`config.mk`:
```
export PLATFORM = sky130hd
export DESIGN_NAME = alu_div_seq
export DESIGN_NICKNAME = d
export VERILOG_FILES = /design/src/rtl/alu_div_pkg.sv /design/src/rtl/div_addsub_step.sv /design/src/rtl/alu_div_seq.sv
export SDC_FILE = /design/constraint.sdc
export NUM_CORES = 1
export LEC_CHECK = 0
export ABC_AREA = 1
export BUFFER_PORTS_ARGS = -buffer_cell sky130_fd_sc_hd__buf_4
export CAP_MARGIN = 20
export CELL_PAD_IN_SITES_DETAIL_PLACEMENT = 1
export CELL_PAD_IN_SITES_GLOBAL_PLACEMENT = 1
export CORE_MARGIN = 2
export CORE_UTILIZATION = 30
export CTS_CLUSTER_DIAMETER = 200
export CTS_CLUSTER_SIZE = 30
export DETAILED_ROUTE_END_ITERATION = 10
export PLACE_DENSITY_LB_ADDON = 0.1
export RECOVER_POWER = 25
export SLEW_MARGIN = 20
export SYNTH_ARGS = -nofsm -noshare
export SYNTH_HDL_FRONTEND = slang
export SYNTH_SLANG_ARGS = --single-unit
```
`constraint.sdc`:
```
create_clock -name clk -period 3.6 [get_ports clk]
set_input_delay 0.54 -clock clk [delete_from_list [all_inputs] [get_ports clk]]
set_output_delay 0.54 -clock clk [all_outputs]
set_load 0.01 [all_outputs]
```
`src/rtl/alu_div_pkg.sv`:
```
// Shared types and constants for the sequential non-restoring divider.
package alu_div_pkg;

  localparam int DIV_WIDTH = 32;

  typedef enum logic [1:0] {
    IDLE = 2'd0,
    RUN  = 2'd1,
    FIX  = 2'd2,
    DONE = 2'd3
  } div_state_e;

  function automatic int div_cnt_w(input int w);
    return $clog2(w + 1);
  endfunction

  localparam int CNT_W = div_cnt_w(DIV_WIDTH);

  localparam logic [DIV_WIDTH-1:0] QUOT_DIVZ = '1;

endpackage

```
`src/rtl/div_addsub_step.sv`:
```
// One non-restoring step: P + (D ^ {sub}) + sub, i.e. P-D when sub=1, P+D when sub=0.
module div_addsub_step
  import alu_div_pkg::*;
#(
  parameter int WIDTH = DIV_WIDTH
) (
  input  logic [WIDTH:0] i_p,
  input  logic [WIDTH:0] i_d,
  input  logic           i_sub,
  output logic [WIDTH:0] o_p,
  output logic           o_qbit
);

  logic [WIDTH:0] w_d_cond;

  assign w_d_cond = i_d ^ {(WIDTH + 1){i_sub}};
  assign o_p      = i_p + w_d_cond + {{WIDTH{1'b0}}, i_sub};
  assign o_qbit   = ~o_p[WIDTH];

endmodule

```
`src/rtl/alu_div_seq.sv`:
```
// Multi-cycle non-restoring divider with start/done handshake.
// Signed operation (is_signed port) is compiled in only with DIV_SIGNED_EN.
//
// state | meaning
// IDLE  | waiting for start; results held
// RUN   | one add/sub iteration per cycle, WIDTH cycles
// FIX   | remainder correction, result sign fix-up and load
// DONE  | done pulse for one cycle
module alu_div_seq
  import alu_div_pkg::*;
#(
  parameter int WIDTH = DIV_WIDTH
) (
  input  logic             clk,
  input  logic             rst,
  input  logic             start,
  input  logic [WIDTH-1:0] dividend,
  input  logic [WIDTH-1:0] divisor,
`ifdef DIV_SIGNED_EN
  input  logic             is_signed,
`endif
  output logic             busy,
  output logic             done,
  output logic [WIDTH-1:0] quotient,
  output logic [WIDTH-1:0] remainder,
  output logic             div_by_zero
);

  localparam int ITER = WIDTH;
  localparam int CW   = div_cnt_w(WIDTH);
  localparam logic [CW-1:0] LAST = CW'(ITER - 1);

  div_state_e       r_state, w_next;
  logic [WIDTH:0]   r_p;
  logic [WIDTH-1:0] r_q, r_d;
  logic [CW-1:0]    r_cnt;
  logic [WIDTH-1:0] r_quot, r_rem;
  logic             r_dbz, r_neg_q, r_neg_r;

  logic             w_sgn, w_a_neg, w_b_neg, w_fix, w_sub, w_qbit;
  logic [WIDTH-1:0] w_a_mag, w_b_mag;
  logic [WIDTH:0]   w_step_p, w_new_p, w_p_fix;

`ifdef DIV_SIGNED_EN
  assign w_sgn = is_signed;
`else
  assign w_sgn = 1'b0;
`endif

  assign w_a_neg = w_sgn & dividend[WIDTH-1];
  assign w_b_neg = w_sgn & divisor[WIDTH-1];
  assign w_a_mag = w_a_neg ? -dividend : dividend;
  assign w_b_mag = w_b_neg ? -divisor : divisor;

  // The single adder serves both RUN (shifted P, sign-selected op) and FIX (plain P+D).
  assign w_fix    = (r_state == FIX);
  assign w_step_p = w_fix ? r_p : {r_p[WIDTH-1:0], r_q[WIDTH-1]};
  assign w_sub    = w_fix ? 1'b0 : ~r_p[WIDTH];
  assign w_p_fix  = r_p[WIDTH] ? w_new_p : r_p;

  div_addsub_step #(.WIDTH(WIDTH)) u_step (
    .i_p    (w_step_p),
    .i_d    ({1'b0, r_d}),
    .i_sub  (w_sub),
    .o_p    (w_new_p),
    .o_qbit (w_qbit)
  );

  always_ff @(posedge clk) begin
    if (rst) r_state <= IDLE;
    else     r_state <= w_next;
  end

  always_comb begin
    w_next = r_state;
    busy   = 1'b0;
    done   = 1'b0;
    case (r_state)
      IDLE: if (start) w_next = (divisor == '0) ? DONE : RUN;
      RUN: begin
        busy = 1'b1;
        if (r_cnt == LAST) w_next = FIX;
      end
      FIX: begin
        busy   = 1'b1;
        w_next = DONE;
      end
      DONE: begin
        done   = 1'b1;
        w_next = IDLE;
      end
      default: w_next = IDLE;
    endcase
  end

  always_ff @(posedge clk) begin
    if (rst) begin
      r_p     <= '0;
      r_q     <= '0;
      r_d     <= '0;
      r_cnt   <= '0;
      r_quot  <= '0;
      r_rem   <= '0;
      r_dbz   <= 1'b0;
      r_neg_q <= 1'b0;
      r_neg_r <= 1'b0;
    end else begin
      case (r_state)
        IDLE: if (start) begin
          r_p     <= '0;
          r_q     <= w_a_mag;
          r_d     <= w_b_mag;
          r_cnt   <= '0;
          r_neg_q <= w_a_neg ^ w_b_neg;
          r_neg_r <= w_a_neg;
          if (divisor == '0) begin
            r_quot <= '1;
            r_rem  <= dividend;
            r_dbz  <= 1'b1;
          end
        end
        RUN: begin
          r_p   <= w_new_p;
          r_q   <= {r_q[WIDTH-2:0], w_qbit};
          r_cnt <= r_cnt + CW'(1);
        end
        FIX: begin
          r_p    <= w_p_fix;
          r_quot <= r_neg_q ? -r_q : r_q;
          r_rem  <= r_neg_r ? -w_p_fix[WIDTH-1:0] : w_p_fix[WIDTH-1:0];
          r_dbz  <= 1'b0;
        end
        default: ;
      endcase
    end
  end

  assign quotient    = r_quot;
  assign remainder   = r_rem;
  assign div_by_zero = r_dbz;

endmodule

```
==> summary.md, run 1 <==
| Metric | Value |
|---|---|
| Final wirelength | roughly 38000 um |
| CP top delay family | simple AND/OR/NAND/NOR gates |
| Antenna Nets Post-Route | 0 |
| Asr flop ratio synth | 0 |
| I/O Buffers | about 130 |
| CP Class | reg -> reg |
| Reg2reg path depth | 19 |
| Setup TNS | 0 ps |
| Max rail drop VDD | ~0.00064 V |
| Critical-path cell list | inv_1 > ha_4 > inv_6 > buf_12 > o21ai_0 > ha_1 > nand2_1 > inv_1 > nand3_1 > nor2_1 > nand3_1 > nand3_1 > nand2_1 > nand2_1 > nand2_1 > nand2_1 > o21ai_0 > nand2_1 > a21oi_1 |
| CTS tree | yes |
| Count of final setup violators | 0 |
| Clock Skew | 9.46 ps |
| Worst-path fanout max | 55 |
| Root Driver | clkbuf_16 |
| Worst-Margin Slew | 848 ps |
| # rows | 66 |
| Ports | approximately 130 |
| DRC viols | 0 |
| DR WL/cell | 18.1 um |
| Largest stage delay on the critical path | about 390 ps |
| Layout cells sized above 1 | 0.0904 |
| Yosys synthesis warning count | 0 |
| First-pass GRT wire length | 60500 um |
| Most common cell after layout, fill and taps aside | nand2_1 |
| Post-synth EDFFs | 0 |
| Reg2reg setup slack | a little under 300 ps |
| Hold depth | 2 |
| Register bit total from synthesis | 170 |
| PD cells | about 950 nW/um2 |
| Global-route usage over all layers | 0.221 |
| Final hold vios | 0 |
| ANT cells | 0 |
| Hold Path Sink | r_d[15] |
| Initial core utilization | 0.306 |
| H-tree depth | 4 |
| Die Width | 187 um |
| Via count | 10600 |
| Commonest cells after routing, fill and taps aside | 558 x nand2_1, 170 x dfxtp_1, 136 x a21oi_1 |
| Worst EP required | 3910 ps |
| Number of max-cap violations | 0 |
| CP dominant cell by count | nand2_1 |
| Kind of end point of the critical path | flip-flop |
| Hold Startpoint | start |
| Top_reg_cell synth | dfxtp_1 |
| Register area share after synthesis | 0.340 |
| Status | complete, no violations |
| Clk buf depth | 2 |
| Unrepaired setup endpoints after global routing | no |
| Vias in the first global route | approximately 11000 |
| Arr. time, crit path | 3620 ps |
| Syn Nets | approximately 1700 |
| Clk sinks | 170 |
| CP max-delay cell | ha_1 |
| Drt first pass iters | 5 |
| Slew HR | 0.435 |
| Crit share post-route | 0.918 |
| Fmax | 0.303 GHz |
| Max-slew violations | 0 |
| Initial antenna violation count | 0 |
| Postcts setup bufs | 0 |
| Worst reg2reg startpoint | r_state[0] |
| Critical path buffer and inverter count | 4 |
| P&R area growth vs syn | 18.7% |
| Largest net degree at the start of global routing | 72 |
| Fin crit period | 3310 ps |
| Mapped cell area | 10000 um2 |
| Clock latency on the worst-skew pair | roughly 460 ps |
| Vias per cell | around 5 |
| Number of distinct library cells after synthesis | 40 |
| DR iter-0 viols | ~530 |
| Hold Path Class | in -> reg |
| Static leakage | 0.00510 uW |
| GPL Wtd Cong | 0.892 |
| Clock transition at path regs | 70 ps |
| Cts bufs inserted | 17 |
| R2R Path End | r_p[17] |
| Total core area | about 33000 um2 |
| Nets | 1754 |
| Syn avg cell area | 6.44 um2 |
| Die Ht | 187 um |
| Hpwl dp | between 20000 and 30000 um |
| Synth Instances | approximately 1600 |
| Startpoint Class | flip-flop |
| Worst hold slack | 303 ps |
| Die footprint | 34900 um2 |
| Congestion Overflow GR | 0 |
sequential cells by signal (all words and copies together), names as in the netlist:
register     cells
r_p             33
quotient        32
div_by_zero      1
r_d             32
r_state          2
r_cnt            6
remainder       32
r_q             32
layer usage:
layer	track usage	vias to the layer above	share of wire
met5	0	-	0
met4	0.0678	0	0.021
met3	0.0297	37	0.022
met2	0.399	130	0.51
met1	0.271	5100	0.45
li1	-	5305	-
cells in the mapped netlist, drive strengths merged (13+ instances only):
library cell  count  area (um2)
a21oi           138         691
nand3            65         325
ha               37         463
nand2           561        2120
clkbuf           63         236
nor3             13        65.1
nor2            106         400
buf              23         155
inv              88         335
o21ai           150         754
xnor2            39         342
dfxtp           170        3400
a31oi            54         338
final cells by class:
type                            instances  area [um2]
Clock buffer                           21         460
Multi-Input combinational cell       1211        5950
Sequential cell                       170        3400
Inverter                               89         339
Fill cell                            4263       20800
Clock inverter                          9         160
Tap cell                              442         553
Timing Repair Buffer                  160        1030
where the power goes:
part	leakage [uW]	internal (uW)	total [uW]	switching [uW]
logic	0.00341	2040	6620	4580
clock network	0.000305	1200	2050	849
registers	0.00139	2320	2630	312
total	0.00510	5560	11300	5740
cell families (layout without fill, tap and decap cells):
family / after synthesis / after routing / share of synthesized area
AOI/OAI and AO/OA: 364 / 364 / 0.196
xor gates and xnor gates: 47 / 47 / 0.0411
adders and majority gates: 38 / 38 / 0.0482
buffers and inverters: 175 / 279 / 0.0729
DFF: 170 / 170 / 0.340
and+or+nand+nor: 762 / 762 / 0.302
worst max path at each step:
stage	start	endpoint	slack, ps	cells past startpoint
floorplan	r_state[0]	r_p[22]	520	23
global placement	r_state[0]	r_p[22]	70	21
detailed placement	r_state[0]	r_p[22]	30	21
CTS	r_state[0]	r_p[22]	9	21
global route	r_state[0]	r_p[20]	20	24
finish	r_state[0]	r_p[17]	290	19
stage by stage:
stage	power [uW]	setup slack, ps	instances	cell area [um2]	util
global route	12300	19.9	2102	11900	0.364
detailed placement	9320	26.9	2072	11500	0.350
floorplan	7170	517	1556	10000	-
CTS	11400	9.01	2102	12100	0.369
global placement	9230	74.1	2072	11500	0.350
finish	11300	294	2102	11900	0.364
repair_timing:
action | 4_1_cts | 5_1_grt
setup endpoints to repair | 0 | 26
resized for setup | 0 | 10
hold buffers | 0 | 0
(Power assumes the default switching activity.)
==> inputs of run 2 (changes only) <==
ABC_CLOCK_PERIOD_IN_PS = 3600   (was not set)
BUFFER_PORTS_ARGS = -buffer_cell sky130_fd_sc_hd__buf_2   (was -buffer_cell sky130_fd_sc_hd__buf_4)
==> run 2 against run 1 <==
Net effect:
- final cell count about the same
- clock power decreased by 7%
- power down 1.5%
- first-iteration DRC count shrank 6.3%
==> summary.md, run 2 (synthesis results as in run 1) <==
| Metric | Value |
|---|---|
| Status | complete, no violations |
| Clock Skew | 9.28 ps |
| Kind of end point of the critical path | flip-flop |
| Post-Place Setup Slack | -90.6 ps |
| Number of max-cap violations | 0 |
| FILL cells | 4275 |
| Die Ht | approximately 190 um |
| # rows | 66 |
| DRC viols | 0 |
| Hold Path Sink | r_d[10] |
| Largest net degree at the start of global routing | just under 70 |
| Antenna Nets Post-Route | 0 |
| Nets | ~1800 |
| Congestion Overflow GR | 0 |
| Final wirelength | 38000 um |
| Crit share post-route | 0.939 |
| Startpoint Class | flip-flop |
| Die Width | 187 um |
| DR WL/cell | between 15 and 20 um |
| Most common cell after layout, fill and taps aside | nand2_1 |
| Clock transition at path regs | 70 ps |
| Postcts setup bufs | 0 |
| Unrepaired setup endpoints after global routing | no |
| Utilization of the core after routing | 0.356 |
| Hold depth | 3 |
| Ports | approximately 130 |
| Setup WS post-layout | 219 ps |
| Static leakage | approximately 0.005 uW |
| Slew HR | 0.402 |
| Commonest cells after routing, fill and taps aside | 558 x nand2_1, 170 x dfxtp_1, 138 x a21oi_1 |
| Fmax | 0.296 GHz |
| Placed Cells | 2069 |
| Reg2reg setup slack | 220 ps |
| Max rail drop VDD | between 0.0003 and 0.0004 V |
| Max-slew violations | 0 |
| R2R Path End | r_p[24] |
| Final Power | 11100 uW |
| Worst-Margin Slew | 896 ps |
| Hpwl dp | about 28000 um |
| Worst EP required | 3890 ps |
| Count of final setup violators | 0 |
| Vias in the first global route | 10700 |
| Via count | between 10000 and 15000 |
| Most flops, register | r_p |
| Fin cells | 2101 |
| PD cells | 957 nW/um2 |
| CTS tree | yes |
| I/O Buffers | 133 |
| Initial antenna violation count | 0 |
| Clk sinks | 170 |
| Hold_buf cts | 0 |
| Global-route usage over all layers | 0.218 |
| Worst reg2reg startpoint | r_state[1] |
| First-pass GRT wire length | 59700 um |
| H-tree depth | 4 |
| Vias per cell | 5.02 |
| Root Driver | clkbuf_16 |
| Arr. time, crit path | 3680 ps |
| Total core area | 32700 um2 |
| GPL Wtd Cong | 0.876 |
| Die footprint | 34900 um2 |
| P&R area growth vs syn | 16.2% |
| Layout cells sized above 1 | 0.0898 |
| Drt first pass iters | 5 |
| Hold Path Class | in -> reg |
| Fin crit period | 3380 ps |
| ANT cells | 0 |
| Hold Startpoint | divisor[10] |
| Reg2reg path depth | 22 |
| Initial core utilization | 0.306 |
| CP Class | reg -> reg |
| Final hold vios | 0 |
| Clock latency on the worst-skew pair | 450 ps |
| DR iter-0 viols | between 400 and 500 |
| Largest register FFs | 33 |
| Worst-path fanout max | 44 |
| Clk buf depth | 2 |
| Cts bufs inserted | 17 |
run 2: repair_timing:
item	in CTS	in global routing
pin swaps	0	0
endpoints found under the setup margin	3	20
resized for setup	2	6
run 2: area by class of cell:
cell class,count,area (um2),share of cell area
clock buffer,17,425,0.0365
clock inverter,15,159,0.0136
inverter,89,339,0.0291
multi-input combinational,1211,5930,0.509
sequential,170,3400,0.292
tap,442,553,0.0475
timing repair buffer,157,833,0.0716
run 2: metal layers:
| layer | global-route usage | up-vias | wire (um) | part of all wire |
|---|---|---|---|---|
| met1 | 0.270 | 5080 | 17300 | 0.46 |
| met4 | 0.0678 | 0 | 929 | 0.024 |
| li1 | - | 5292 | - | - |
| met2 | 0.389 | 143 | 18900 | 0.50 |
| met5 | 0 | - | 0 | 0 |
| met3 | 0.0303 | 36 | 841 | 0.022 |
run 2: power breakdown:
group	internal, uW	total [uW]	leakage, uW	switching (uW)
registers	2320	2620	0.00139	302
clock network	982	1900	0.000275	916
logic	2020	6620	0.00334	4610
total	5310	11100	0.00500	5830
run 2: worst max-delay path by stage:
stage,from,to,slack (ps),cells past startpoint
floorplan,r_state[0],r_p[22],520,23
global placement,r_state[0],r_p[22],-20,19
detailed placement,r_state[1],r_p[22],-90,18
CTS,r_state[1],r_p[24],50,22
global route,r_state[0],r_p[32],8,18
finish,r_state[1],r_p[24],220,22
run 2: stage by stage:
step | hold WS, ps | TNS, ps | instance area (um2)
finish | 354 | 0 | 11600
global route | 349 | 0 | 11600
CTS | 336 | 0 | 11700
detailed placement | 452 | -174 | 11100
global placement | 448 | -25.6 | 11100
floorplan | 445 | 0 | 10000
run 2: worst max-delay path: stages (launching register included):
cell      delay (ps)
dfxtp_1          420
ha_4             200
inv_6             50
buf_16           180
nand2_1          130
nand3_1          110
nand2_1          130
inv_1            100
fa_2             400
nand3_1          100
nand2_1           90
nand2_1           80
nand2_1          120
nand3_1          100
nand2_1          140
nand2_1          160
nand3b_1          90
nand2_1          190
nand2_1          110
nand2_1           80
o21ai_0           90
nand2_1           90
a21oi_1           50
